==> src/rtl/z80_ld_sequencer.sv <==
// -----------------------------------------------------------------------------
// z80_ld_sequencer
//
// Control stage in front of the Z80 register bank. It fetches opcode bytes over
// the shared 8-bit data bus, decodes the 8-bit load group and drives the bank's
// one-hot write/read strobes.
//
// Supported: LD r,r' (two moves through temp W), LD r,n, NOP, HALT.
// Optional:  LD SP,HL (0xF9) when the macro Z80_LD_SP_HL_EN is defined;
//            otherwise 0xF9 decodes as illegal.
//
// Parameters:
//   WAIT_MAX  cycles mem_rd may stay high without mem_ack before abort (1..255)
//
// Ports:
//   clk       system clock, rising edge
//   reset     asynchronous active-low reset
//   data_bus  shared data bus (observed only, valid while mem_ack=1)
//   mem_ack   memory read acknowledge
//   mem_rd    memory read request
//   pc_inc    one-cycle pulse, PC advances by one
//   WE / RE   one-hot register write / read strobes (bank index map)
//   halted    sticky, set by HALT (0x76)
//   illegal   one-cycle pulse on an unsupported opcode
//   timeout   one-cycle pulse on a handshake abort
// -----------------------------------------------------------------------------
module z80_ld_sequencer #(
    parameter int WAIT_MAX = 15
) (
    input  logic        clk,
    input  logic        reset,
    input  logic [7:0]  data_bus,
    input  logic        mem_ack,
    output logic        mem_rd,
    output logic        pc_inc,
    output logic [15:0] WE,
    output logic [15:0] RE,
    output logic        halted,
    output logic        illegal,
    output logic        timeout
);

    // Bank index map (only the entries this sequencer touches directly)
    localparam logic [3:0] IDX_W  = 4'd0;
    localparam logic [3:0] IDX_H  = 4'd8;
    localparam logic [3:0] IDX_L  = 4'd9;
    localparam logic [3:0] IDX_SP = 4'd12;

    // Last no-ack cycle before the handshake is abandoned
    localparam logic [7:0] WAIT_LAST = 8'(WAIT_MAX - 1);

    typedef enum logic [2:0] {
        S_FETCH,
        S_DECODE,
        S_MOVE1,
        S_MOVE2,
        S_IMM,
        S_HALT,
        S_SPH,
        S_SPL
    } state_t;

    typedef enum logic [2:0] {
        K_NOP,
        K_HALT,
        K_MOVE,
        K_IMM,
        K_SPHL,
        K_ILL
    } kind_t;

    // Z80 r-field to bank index. Field 110 is (HL); callers never pass it.
    function automatic logic [3:0] reg_idx(input logic [2:0] f);
        logic [3:0] idx;
        case (f)
            3'b000:  idx = 4'd4;   // B
            3'b001:  idx = 4'd5;   // C
            3'b010:  idx = 4'd6;   // D
            3'b011:  idx = 4'd7;   // E
            3'b100:  idx = 4'd8;   // H
            3'b101:  idx = 4'd9;   // L
            3'b111:  idx = 4'd2;   // A
            default: idx = 4'd0;
        endcase
        return idx;
    endfunction

    function automatic logic [15:0] onehot(input logic [3:0] idx);
        return 16'h0001 << idx;
    endfunction

    function automatic kind_t classify(input logic [7:0] op);
        kind_t k;
        if (op == 8'h00)
            k = K_NOP;
        else if (op == 8'h76)
            k = K_HALT;
        else if (op[7:6] == 2'b01 && op[5:3] != 3'b110 && op[2:0] != 3'b110)
            k = K_MOVE;
        else if (op[7:6] == 2'b00 && op[2:0] == 3'b110 && op[5:3] != 3'b110)
            k = K_IMM;
`ifdef Z80_LD_SP_HL_EN
        else if (op == 8'hF9)
            k = K_SPHL;
`endif
        else
            k = K_ILL;
        return k;
    endfunction

    state_t      state;
    logic [7:0]  opcode;
    logic [7:0]  wait_cnt;
    logic [15:0] we_q;
    logic [15:0] re_q;
    kind_t       op_kind;
    logic        ack_ok;
    logic [3:0]  src_idx;
    logic [3:0]  dst_idx;

    assign op_kind = classify(opcode);
    assign src_idx = reg_idx(opcode[2:0]);
    assign dst_idx = reg_idx(opcode[5:3]);

    // An ack only counts while a request is outstanding.
    assign ack_ok = mem_rd & mem_ack;
    assign pc_inc = ack_ok;

    // LD r,n writes the operand straight off the bus in its ack cycle, so that
    // one strobe cannot be registered; every other strobe is.
    always_comb begin
        WE = we_q;
        if (state == S_IMM && ack_ok)
            WE = we_q | onehot(dst_idx);
    end

    assign RE = re_q;

    always_ff @(posedge clk or negedge reset) begin
        if (!reset) begin
            state    <= S_FETCH;
            opcode   <= 8'h00;
            wait_cnt <= 8'h00;
            mem_rd   <= 1'b0;
            halted   <= 1'b0;
            illegal  <= 1'b0;
            timeout  <= 1'b0;
            we_q     <= 16'h0000;
            re_q     <= 16'h0000;
        end else begin
            illegal <= 1'b0;
            timeout <= 1'b0;
            we_q    <= 16'h0000;
            re_q    <= 16'h0000;

            case (state)
                S_FETCH, S_IMM: begin
                    if (!mem_rd) begin
                        // Idle fetch after reset, after an abort or after an
                        // operand read: raise the request now.
                        mem_rd <= 1'b1;
                    end else if (mem_ack) begin
                        mem_rd   <= 1'b0;
                        wait_cnt <= 8'h00;
                        if (state == S_FETCH) begin
                            opcode  <= data_bus;
                            state   <= S_DECODE;
                            // Flag lands in the decode cycle of this opcode.
                            illegal <= (classify(data_bus) == K_ILL);
                        end else begin
                            // Operand written combinationally this cycle; the
                            // request drops for a cycle before the next fetch.
                            state <= S_FETCH;
                        end
                    end else if (wait_cnt == WAIT_LAST) begin
                        // Abort: no pc_inc was issued, so the retry reads the
                        // same address.
                        mem_rd   <= 1'b0;
                        wait_cnt <= 8'h00;
                        timeout  <= 1'b1;
                        state    <= S_FETCH;
                    end else begin
                        wait_cnt <= wait_cnt + 8'd1;
                    end
                end

                S_DECODE: begin
                    case (op_kind)
                        K_HALT: begin
                            state  <= S_HALT;
                            halted <= 1'b1;
                        end
                        K_MOVE: begin
                            state <= S_MOVE1;
                            re_q  <= onehot(src_idx);
                            we_q  <= onehot(IDX_W);
                        end
                        K_IMM: begin
                            state  <= S_IMM;
                            mem_rd <= 1'b1;
                        end
                        K_SPHL: begin
                            // High byte first: the bank's SP shifts it in.
                            state <= S_SPH;
                            re_q  <= onehot(IDX_H);
                            we_q  <= onehot(IDX_SP);
                        end
                        default: begin
                            // NOP and illegal opcodes go straight to fetch.
                            state  <= S_FETCH;
                            mem_rd <= 1'b1;
                        end
                    endcase
                end

                S_MOVE1: begin
                    state <= S_MOVE2;
                    re_q  <= onehot(IDX_W);
                    we_q  <= onehot(dst_idx);
                end

                S_SPH: begin
                    state <= S_SPL;
                    re_q  <= onehot(IDX_L);
                    we_q  <= onehot(IDX_SP);
                end

                S_MOVE2, S_SPL: begin
                    state  <= S_FETCH;
                    mem_rd <= 1'b1;
                end

                S_HALT: begin
                    // Only reset leaves HALT.
                    state <= S_HALT;
                end

                default: begin
                    state  <= S_FETCH;
                    mem_rd <= 1'b0;
                end
            endcase
        end
    end

endmodule

==> config.mk <==
export PLATFORM = sky130hd
export DESIGN_NAME = z80_ld_sequencer
export DESIGN_NICKNAME = d
export VERILOG_FILES = /design/src/rtl/z80_ld_sequencer.sv
export SDC_FILE = /design/constraint.sdc
export NUM_CORES = 1
export LEC_CHECK = 0
export ABC_AREA = 0
export CORE_UTILIZATION = 40
export DETAILED_ROUTE_END_ITERATION = 6
export PLACE_DENSITY = 0.73
export SYNTH_ARGS = -nofsm -noshare
export SYNTH_HDL_FRONTEND = slang
export SYNTH_SLANG_ARGS = --single-unit
==> constraint.sdc <==
create_clock -name clk -period 2.8 [get_ports clk]
set_input_delay 0.28 -clock clk [delete_from_list [all_inputs] [get_ports clk]]
set_output_delay 0.28 -clock clk [all_outputs]
set_load 0.005 [all_outputs]
==> results.json <==
{
  "outcome": "completed",
  "grt_setup_unrepaired": "no",
  "critPathKind": "flop to primary output",
  "cts-root-buf": "clkbuf_8",
  "area_growth_pct": 30.4,
  "p_sw_share_pct": 32.7,
  "critPathMaxFanout": 11,
  "grt_pass1_vias": 1537,
  "detail-route-antenna-nets": 0,
  "cts_max_level": 2,
  "synth.avg_cell_area_sq_um": 11.4,
  "fin_util_pct": 54.3,
  "synth_ff_type": "dfrtp_1",
  "synthArstFlopShare_pct": 100,
  "drive_gt1_share_pct": 11.5,
  "clockPowerShare_pct": 22.0,
  "fmax_mhz": 395,
  "finalHoldViolCount": 0,
  "cts_buffers": 5,
  "overflow": 0,
  "ys_seq_elements": 55,
  "fin_crit_sh_pct": 90.4,
  "dieHeight_um": 77.7,
  "routed_via_density": 4.88,
  "finClkSkew_ps": 6.25,
  "synth_cells": 201,
  "dp.cells": 324,
  "ir_drop_uv": 348,
  "io_buffers": 47,
  "intPower_mw": 1.58,
  "worst_pin_slew_ps": 536,
  "final_cells": 333,
  "drtIter0Drc": 118,
  "ios": 48,
  "start_kind": "flop",
  "grt_max_degree": 25,
  "die_area_sq_um": 6040,
  "r2r_cells": 4,
  "grt_pass1_wl_mm": 7.20,
  "track_usage_pct": 15.2,
  "hp-class": "input port to asynchronous set/reset pin",
  "yosysSeqAreaShare_pct": 60.0,
  "crit_slowest_cell": "clkdlybuf4s50_1",
  "cap_viol_max_count": 0,
  "vias": 1625,
  "clkTransAtPathRegs_ps": 100,
  "slew_violations": 0,
  "power.switching_uw": 766,
  "synth_edf_count": 0,
  "yosys_warnings": 0,
  "rrSetupSlack_ps": 990,
  "placed_area_sq_um": 2870,
  "die_w_um": 77.7,
  "p_seq_share_pct": 49.1,
  "clock_latency_ps": 300,
  "tns_ps": 0,
  "clock_path_buffers": 2,
  "final_cell_area_sq_um": 2990,
  "leakage_nw": 1.30,
  "p_per_area_nw_per_um2": 784,
  "cts_tree": "built",
  "setup_slack_ps": 269,
  "grt_antenna_before_repair": 0,
  "fin_nets": 273,
  "dp_slack_ps": 297,
  "drt_pre_antenna_iters": 4,
  "worstPathCellList": "nor2_1, nand3_1, or2_2, o31ai_1, clkdlybuf4s50_1",
  "wl_per_cell_um": 12.3,
  "finalSetupViolCount": 0,
  "start_util_pct": 41.7,
  "synth_cell_types": 43,
  "routabilityCongestion": 0.873,
  "rows": 27,
  "core_sq_um": 5510,
  "period_needed_ps": 2530,
  "max_stage_delay_ps": 530,
  "ctsResizeCount": 0,
  "syn_area_sq_um": 2290,
  "arrival_ps": 2250,
  "drc": 0,
  "crit_required_ps": 2520,
  "timing.slew.headroom_pct": 64.2,
  "endpoint_kind": "primary output",
  "antennaDiodeCount": 0,
  "drt_wl_total_mm": 4.11,
  "clock_sinks": 55,
  "pwr-share-comb_pct": 28.9,
  "hpwl_mm": 2.97
}
==> stage by stage <==
stage	power, mW	hold WS, ps
global route	2.51	453
detailed placement	1.84	224
finish	2.35	424
floorplan	1.59	-15.6
CTS	2.37	413
global placement	1.82	223
==> path summary, 6_finish.rpt <==
kind,from,end
min in group clk,halted$_DFFE_PN0P_,halted$_DFFE_PN0P_
worst min register to register,halted$_DFFE_PN0P_,halted$_DFFE_PN0P_
worst max register to register,state[0]$_DFFE_PN0P_,wait_cnt[7]$_DFFE_PN0P_
max in group asynchronous,reset,wait_cnt[2]$_DFFE_PN0P_
worst max-delay path,state[0]$_DFFE_PN0P_,WE[4]
worst min-delay path,reset,wait_cnt[0]$_DFFE_PN0P_
==> per-layer routing <==
| layer | global-route usage, % | vias up | wire length (um) |
|---|---|---|---|
| li1 | - | 802 | - |
| met1 | 21.2 | 783 | 2010 |
| met2 | 23.5 | 38 | 1900 |
| met3 | 4.35 | 2 | 192 |
| met4 | 3.40 | 0 | 10 |
| met5 | 0 | - | 0 |
==> sequential cells by signal (all words and copies together) (netlist names) <==
register	count
RE	16
halted	1
illegal	1
mem_rd	1
opcode	8
state	3
timeout	1
wait_cnt	8
we_q	16
==> synthesized netlist by cell type, drive strengths merged (4+ instances only) <==
cell	n	area, sq um
inv	5	18.8
clkbuf	12	45.0
nor2	16	60.1
mux2	8	90.1
o21bai	7	52.6
nand3	9	45.0
o31ai	4	30.0
a21oi	4	20.0
nand2	12	45.0
dfrtp	55	1380
nand2b	9	56.3
o21ai	4	20.0
nor3	12	65.1
==> cells in the final DEF, fill, tap and decap left out, drive strengths merged, types with 2 or more instances in the layout <==
master,Yosys,layout
clkbuf,12,5
a21oi,4,4
nand3,9,9
o31ai,4,4
or3b,2,2
o21bai,7,7
nor4,2,2
nand2,12,12
xor2,3,3
or2,3,3
nor3,12,12
ha,2,2
conb,1,15
inv,5,5
or3,2,2
nand3b,3,3
nand4,3,3
mux2,8,8
a21o,2,2
a22oi,2,2
dfrtp,55,55
nand2b,9,9
buf,2,5
o21ai,4,4
clkinv,0,2
and3,2,2
clkdlybuf4s50,0,46
nor2,16,16
==> power by group through the flow <==
stage               combinational [mW]  sequential [mW]  clock [mW]
detailed placement               0.682             1.16           0
floorplan                        0.520             1.07           0
CTS                              0.684             1.15       0.535
global route                     0.758             1.18       0.567
finish                           0.678             1.15       0.516
global placement                 0.664             1.16           0
==> cell type report <==
class	count	area, sq um
Timing Repair Buffer	52	505
Fill cell	481	2510
Clock inverter	3	43.8
Multi-Input combinational cell	141	888
Inverter	5	18.8
Tap cell	72	90.1
Clock buffer	5	68.8
Sequential cell	55	1380
==> critical path, delay by kind of cell, from the launching register on <==
kind                   cells  cell delay (ps)
buffers and inverters      1              530
flip-flops                 1              500
AND/OR/NAND/NOR            3              720
AO/OA/AOI/OAI              1              200
==> what timing repair did <==
| action | CTS | global route |
|---|---|---|
| setup buffers | 0 | 0 |
| hold endpoints to repair | 16 | 0 |
| hold buffers | 1 | 0 |
==> cell families (layout without fill, tap and decap cells) <==
kind of cell	after synthesis	after routing	synth area share [%]
xor+xnor	3	3	1.15
flops	55	55	60.0
compound gates	32	32	9.76
simple gates	81	81	20.3
mux	8	8	3.93
other cells	1	15	0.163
buf+inv	19	65	3.60
fa+ha+maj	2	2	1.09
(Power assumes the default switching activity.)
==> RTL edit, RTL diff (same flow settings) <==
Build with the macro `Z80_LD_SP_HL_EN` defined.
--- a/src/rtl/z80_ld_sequencer.sv
+++ b/src/rtl/z80_ld_sequencer.sv
@@ -25,4 +25,6 @@
 //   timeout   one-cycle pulse on a handshake abort
 // -----------------------------------------------------------------------------
+`define Z80_LD_SP_HL_EN
+
 module z80_ld_sequencer #(
     parameter int WAIT_MAX = 15
Formal check against the unedited RTL: not equivalent (Yosys sat finds a counterexample within 4 cycles, from zero or initial values and one cycle with reset low).
==> RTL edit against the unedited design <==
  * Via count up 8.1%
  * Design area rose by 2.5%
  * Clock power is 4.1% higher
  * Critical path type unchanged
  * Sequential cell count unchanged
  * First-iteration DRC count decreased by 19%
  * Synthesized area is 3.2% higher
  * Critical path depth unchanged
  * Synthesized cell count increased by 8.5%
  * Wire length rose by 5.1%
  * Largest cell class unchanged
  * Power up 3.9%
  * Global-route usage increased by 0.21 points
  * Worst setup slack better by 0.10 ns
  * Register-to-register slack lost 0.02 ns
==> RTL edit: results (changes against the unedited design) <==
| Metric | Value |
|---|---|
| Pre-CTS setup slack | `0.445 ns (+0.149 ns)` |
| Final std cells w/o fill | `349 (+4.8%)` |
| Met1 WL | `1990 um (-1.2%)` |
| Reg2reg end | `state[2]` |
| Area post-placement | `2940 um^2 (+2.4%)` |
| Reg2Reg Launch Point | `wait_cnt[0]` |
| Routed wl met2 | `2110 um (+11%)` |
| Clk_skew | `0.0119 ns (+0.00564 ns)` |
| Initial drt markers | `95 (-19%)` |
| Clock-net power | `537 uW (+4.1%)` |
| RePlAce Congestion | `0.759 (-13%)` |
| Met3 wire length | `170 um (-11%)` |
| Post-synthesis sequential area ratio | `58.1% (-1.9 points)` |
| PnR worst setup slack | `0.370 ns (+0.100 ns)` |
| Met2 usage | `26.1% (+2.6 points)` |
| Synth cell count leaders | `55 x dfrtp_1, 19 x nand2_1, 17 x nor2_1` |
| Internal cell power | `1.61 mW (+1.8%)` |
| Leak | `1.37 nW (+5.4%)` |
| Arrival time worst endpoint | `2.15 ns (-0.10 ns)` |
| Slew HR | `64.3% (about the same)` |
| Dpl hpwl | `3220 um (+8.4%)` |
| Result of the run | `completed` |
| VDD IR max | `390 uV (+12%)` |
| Worst R2R Path Depth | `6 (+2)` |
| Final nets | `289 (+5.9%)` |
| Routed wire length | `4320 um (+5.1%)` |
| Mean number of vias per cell | `5.03 (+3.1%)` |
| Root Buffer | `clkbuf_8` |
| Overall fraction of global-route tracks in use | `15.4% (+0.21 points)` |
| Placed Cells | `340 (+4.9%)` |
| CP Launch Point | `state[1]` |
| First-pass GRT wire length | `7500 um (+4.1%)` |
| Area contributors post-synth | `dfrtp_1 58%, mux2_2 3.3%, nand2_1 3.0%` |
| CP Max Fanout | `9 (-2)` |
| Proportion of layout cells with a drive suffix above 1 | `11.2% (-0.30 points)` |
| Yosys cell types | `47 (+9.3%)` |
| Number of global-route vias before repair | `1653 (+7.5%)` |
| Met3 GRT Util | `3.45% (-0.90 points)` |
| Flop2flop setup slack | `0.97 ns (-0.02 ns)` |
==> RTL edit: changes by cell type after synthesis, moves of 4 or more <==
cell,delta
nand2_1,+7
xnor2_1,+4
a31o_2,+4
buf_2,+6
inv_1,+6
o21bai_1,-5
clkbuf_1,-4
==> RTL edit: repair_timing <==
| item | CTS | global route |
|---|---|---|
| hold endpoints to repair | 23 | 0 |
| hold buffers | 1 | 0 |
| gates resized for setup | 0 | 0 |
==> RTL edit: final cells by class <==
class,count,area [um^2]
clock buffer,6,82.6
clock inverter,2,35.0
fill,530,2540
inverter,11,41.3
multi-input combinational,151,936
sequential,55,1380
tap,72,90.1
timing repair buffer,52,505
==> RTL edit: cell families (layout without fill, tap and decap cells) <==
logic type,Yosys count,after routing,synth area share [%]
multiplexers,8,8,3.75
AO/OA/AOI/OAI,33,33,9.56
other,1,15,0.158
adder cells (fa/ha/maj),2,2,1.06
buffers and inverters,26,71,4.60
AND/OR/NAND/NOR,89,89,21.3
flip-flops,55,55,58.1
XOR/XNOR,4,4,1.48
